<file path="config.mk">
export PLATFORM = sky130hd
export DESIGN_NAME = fetch_queue
export DESIGN_NICKNAME = d
export VERILOG_FILES = /design/src/rtl/fetch_queue_pkg.sv /design/src/rtl/fetch_queue.sv
export SDC_FILE = /design/constraint.sdc
export NUM_CORES = 1
export LEC_CHECK = 0
export ABC_AREA = 1
export CORE_ASPECT_RATIO = 0.7
export CORE_MARGIN = 2
export CORE_UTILIZATION = 42
export DETAILED_ROUTE_END_ITERATION = 6
export GPL_ROUTABILITY_DRIVEN = 0
export PLACE_DENSITY_LB_ADDON = 0.08
export SKIP_LAST_GASP = 1
export SYNTH_ARGS = -nofsm -noshare
export SYNTH_HDL_FRONTEND = slang
export SYNTH_SLANG_ARGS = --single-unit
</file>
<file path="constraint.sdc">
create_clock -name clk -period 5.1 [get_ports clk]
set_clock_uncertainty 0.05 [all_clocks]
set_input_delay 1.02 -clock clk [delete_from_list [all_inputs] [get_ports clk]]
set_output_delay 1.02 -clock clk [all_outputs]
set_load 0.05 [all_outputs]
</file>
<file path="src/rtl/fetch_queue_pkg.sv">
// Shared types for the instruction prefetch queue.
package fetch_queue_pkg;

  localparam int unsigned XLEN = 32;

  typedef struct packed {
    logic [XLEN-1:0] inst;
    logic [XLEN-1:0] pc4;
  } fq_entry_t;

endpackage

</file>
<file path="src/rtl/fetch_queue.sv">
// Instruction prefetch queue: sequential fetch over a req/ack memory into a
// small FIFO of {inst, pc+4}; redirects flush the queue and restart fetch.
module fetch_queue
  import fetch_queue_pkg::*;
#(
  parameter int unsigned     DEPTH    = 4,
  parameter logic [XLEN-1:0] RESET_PC = '0
) (
  input  logic                   clk,
  input  logic                   rst,
  output logic                   imem_req,
  output logic [XLEN-1:0]        imem_addr,
  input  logic                   imem_ack,
  input  logic [XLEN-1:0]        imem_rdata,
  input  logic                   redirect,
  input  logic [XLEN-1:0]        redirect_pc,
  input  logic                   stall,
  output logic                   inst_valid,
  output logic [XLEN-1:0]        inst,
  output logic [XLEN-1:0]        inst_pc4,
  output logic [$clog2(DEPTH):0] count
);

  localparam int unsigned PTR_W = $clog2(DEPTH);
  localparam int unsigned CNT_W = PTR_W + 1;

  typedef enum logic [1:0] {
    IDLE = 2'd0,
    REQ  = 2'd1,
    DROP = 2'd2
  } state_t;

  state_t            state_q, state_d;
  logic [XLEN-1:0]   fetch_pc_q, fetch_pc_d;
  logic              req_d;
  logic [XLEN-1:0]   addr_d;
  logic [PTR_W-1:0]  rd_ptr, wr_ptr;
  logic [CNT_W-1:0]  cnt_after;
  logic              push, pop, space;
  fq_entry_t         fifo_q [DEPTH];

  // Redirect outranks both FIFO ports; a killed request never pushes.
  always_comb begin
    push      = (state_q == REQ) && imem_ack && !redirect;
    pop       = inst_valid && !stall && !redirect;
    cnt_after = count + CNT_W'(push) - CNT_W'(pop);
    space     = cnt_after < CNT_W'(DEPTH);
  end

  // Next-state and next-output logic.
  always_comb begin
    state_d    = state_q;
    fetch_pc_d = fetch_pc_q;
    req_d      = 1'b0;
    addr_d     = '0;

    if (redirect) begin
      fetch_pc_d = redirect_pc;
      state_d    = (state_q != IDLE && !imem_ack) ? DROP : IDLE;
    end else begin
      unique case (state_q)
        IDLE: if (space) state_d = REQ;
        REQ: begin
          if (imem_ack) begin
            fetch_pc_d = fetch_pc_q + XLEN'(4);
            state_d    = space ? REQ : IDLE;
          end
        end
        DROP: if (imem_ack) state_d = IDLE;
        default: state_d = IDLE;
      endcase
    end

    // In DROP the bus keeps showing the killed request's address.
    unique case (state_d)
      REQ: begin
        req_d  = 1'b1;
        addr_d = fetch_pc_d;
      end
      DROP: begin
        req_d  = 1'b1;
        addr_d = imem_addr;
      end
      default: begin
        req_d  = 1'b0;
        addr_d = '0;
      end
    endcase
  end

  // Fetch FSM and bus output registers.
  always_ff @(posedge clk or negedge rst) begin
    if (!rst) begin
      state_q    <= IDLE;
      fetch_pc_q <= RESET_PC;
      imem_req   <= 1'b0;
      imem_addr  <= '0;
    end else begin
      state_q    <= state_d;
      fetch_pc_q <= fetch_pc_d;
      imem_req   <= req_d;
      imem_addr  <= addr_d;
    end
  end

  // FIFO pointers, occupancy and head-valid flag.
  always_ff @(posedge clk or negedge rst) begin
    if (!rst) begin
      rd_ptr     <= '0;
      wr_ptr     <= '0;
      count      <= '0;
      inst_valid <= 1'b0;
    end else if (redirect) begin
      rd_ptr     <= '0;
      wr_ptr     <= '0;
      count      <= '0;
      inst_valid <= 1'b0;
    end else begin
      if (push) wr_ptr <= wr_ptr + PTR_W'(1);
      if (pop)  rd_ptr <= rd_ptr + PTR_W'(1);
      count      <= cnt_after;
      inst_valid <= (cnt_after != '0);
    end
  end

  // Entry storage needs no reset; the head is gated by inst_valid.
  always_ff @(posedge clk) begin
    if (push) fifo_q[wr_ptr] <= '{inst: imem_rdata, pc4: fetch_pc_q + XLEN'(4)};
  end

  always_comb begin
    inst     = inst_valid ? fifo_q[rd_ptr].inst : '0;
    inst_pc4 = inst_valid ? fifo_q[rd_ptr].pc4  : '0;
  end

endmodule

</file>
==> impl_metrics.ini <==
[sta]
finalSetupViolCount = 0
tightest_slew_ns = 0.963
final-hold-violation-count = 0
rsz0062_at_grt = false
period_share = 0.855
maxSlewViolCount = 0
max_freq_ghz = 0.229
slew_headroom = 0.357
period_minus_slack_ns = 4.36
fin_setup_tns_ns = 0

[synth]
synthMostInstantiatedCell = nor2_1
async_flop_share = 0.227
yosysWarnings = 0
synth_compound_area_frac = 0.0864
yosysTopAreaCellShare = 0.550
synth_edf_count = 256
synth_seq_area_share = 0.684
synth_seq_cells = 331
synth_fa_ha_area_frac = 0.00948
synth_top_family_by_area = simple AND/OR/NAND/NOR gates
synth.mux.area_fraction = 0
ys.flop_type = edfxtp_1
syn_avg_cell_area_um2 = 10.6
yosys.area.top_type = edfxtp_1
synth_area_leaders = edfxtp_1, dfrtp_1, nor2_1
syn-cell-area_mm2 = 0.0140
synthTopCellsByCount = nor2_1, edfxtp_1, nand2_1
synth_xor_area_frac = 0.0139
synthSimpleGateAreaFrac = 0.169
syn_nets = 1394
synthCells = 1315
synth.distinct_cells = 31

[setup_path]
path_cells = buf_4 -> nor2_1 -> nor2_1 -> o21ai_0 -> a21oi_1 -> clkdlybuf4s50_1
cp_max_fo = 67
critical_path_class = register to output port
cp.arrival_ns = 3.29
cpMostUsedCell = nor2_1
crit_path_top_delay_cell = clkdlybuf4s50_1
required_ns = 4.03
crit_path_start_kind = register
max_stage_delay_ns = 0.86
crit_path_end_kind = output port
reg2regPathDepth = 18

[die]
die_area_mm2 = 0.0348
dieWidth_um = 222
io_pins = 170
rows = 55
dieHeight_um = 157
start_util = 0.430
coreArea_mm2 = 0.0326

[clock_network]
clk_latency_ns = 0.52
cts_hold_buf = 0
htree_levels = 2
post_cts_buffers = 0
cts.repair.resized = 0
clkSinkCount = 331
tritoncts = yes
cts_made_buffers = 34
root_buffer = clkbuf_16
clkSlewWorstSetupHoldPaths_ns = 0.06
cts_buffer_depth = 3

[route]
drcViolationCount = 6
first_pass_iters = 7
drt-vias-per-instance = 5.00
vias = 9627
ant_nets = 0
drt_wl_total_mm = 35.1
routedWlPerCell_um = 18.2
first_iter_violations = 726

[global_routing]
grt_pass1_vias = 9445
grt_use_total = 0.202
grt_max_degree = 68
grt_first_pass_wirelength_mm = 53.9
antenna_found_initial = 0
grt_overflow = 0

[final_layout]
synthToLayoutAreaGrowth_pct = 23.0
final_cells = 1925
drive_above_1_share = 0.0675
finalNetCount = 1556

[power_and_ir_drop]
p_leak_nw = 6.52
peakVddDrop_mv = 0.326
p_total_mw = 7.99
powerDensity_mw_per_mm2 = 464

[worst_hold_path]
hold_depth = 2
hold_class = register to register

[placed_design]
hpwl_mm = 21.6
dpl.cell_count = 1868
port_buffers = 169

[flow_run]
maxCapViolations = 0

[run_status]
status = finished with violations
violations = DRC
[worst max-delay path: cells and delay by family, from the launching register on]
kind / cells / cell delay, ns
AOI/OAI and AO/OA: 2 / 0.36
buffers and inverters: 2 / 1.52
and+or+nand+nor: 2 / 0.22
DFF: 1 / 0.67
[area by class of cell]
class,instances,area (um2)
clock inverter,15,93.8
inverter,69,259
tap,427,534
clock buffer,41,941
fill,2915,15300
antenna,1,2.50
sequential,331,9570
timing repair buffer,191,1880
multi-input combinational,850,3930
[where the power goes]
group / leakage [nW] / switching (mW) / internal (mW)
clock: 0.504 / 0.986 / 1.35
sequential: 3.28 / 0.163 / 3.19
combinational: 2.73 / 1.63 / 0.669
total: 6.52 / 2.78 / 5.21
[through the flow]
| stage | area (um2) | setup slack (ns) | util | hold slack [ns] |
|---|---|---|---|---|
| after CTS | 17200 | 0.629 | 0.529 | 0.439 |
| after floorplan | 14000 | 0.243 | - | 0.426 |
| after global routing | 17200 | 0.525 | 0.529 | 0.453 |
| after detailed placement | 16200 | 0.502 | 0.497 | 0.418 |
| after global placement | 16200 | 0.584 | 0.497 | 0.419 |
| final | 17200 | 0.737 | 0.529 | 0.433 |
[cells in the final DEF, fill, tap and decap left out, types with 2 or more instances in the layout]
cell | Yosys | routed
nor2_2 | 4 | 5
a21oi_1 | 66 | 66
dfrtp_1 | 75 | 73
xnor2_1 | 4 | 4
nor2_4 | 6 | 10
edfxtp_1 | 256 | 256
nand2_1 | 246 | 246
and2_1 | 2 | 2
nand2_2 | 6 | 6
xor2_2 | 6 | 6
xor2_1 | 7 | 7
buf_4 | 0 | 22
clkinv_1 | 0 | 11
nand3_1 | 25 | 25
o21ai_0 | 146 | 146
ha_1 | 9 | 9
nor2_1 | 300 | 295
a22o_1 | 13 | 13
inv_2 | 2 | 4
clkbuf_1 | 36 | 4
clkinv_4 | 0 | 2
clkdlybuf4s50_1 | 0 | 167
clkbuf_16 | 0 | 37
inv_1 | 67 | 65
buf_12 | 0 | 2
[state kept, by name, summed over array words and instances (netlist names)]
register	cells
wr_ptr	2
fifo_q	256
imem_addr	32
rd_ptr	2
fetch_pc_q	32
imem_req	1
count	3
inst_valid	1
state_q	2
[cells by family after synthesis]
family / after synthesis
xor+xnor: 17
flops: 331
compound gates: 230
fa+ha+maj: 10
buf+inv: 134
simple gates: 593
[path summary, 6_finish.rpt]
path / from / endpoint / slack [ns]
max: rd_ptr[0]$_DFFE_PN0P_ / inst_pc4[18] / 0.74
min: imem_addr[28]$_DFFE_PN0P_ / imem_addr[28]$_DFFE_PN0P_ / 0.43
max reg2reg: state_q[0]$_DFF_PN0_ / imem_addr[0]$_DFFE_PN0P_ / 1.59
min reg2reg: imem_addr[28]$_DFFE_PN0P_ / imem_addr[28]$_DFFE_PN0P_ / 0.43
max in group asynchronous: rst / fetch_pc_q[2]$_DFF_PN0_ / 3.68
min in group asynchronous: rst / imem_addr[26]$_DFFE_PN0P_ / 0.48
[metal layers]
| layer | track usage | share of wire | up-vias |
|---|---|---|---|
| met2 | 0.308 | 0.44 | 246 |
| met3 | 0.0355 | 0.056 | 43 |
| met5 | 0 | 0 | - |
| met4 | 0.0518 | 0.017 | 0 |
| li1 | - | - | 4734 |
| met1 | 0.299 | 0.49 | 4604 |
(Power assumes the default switching activity.)
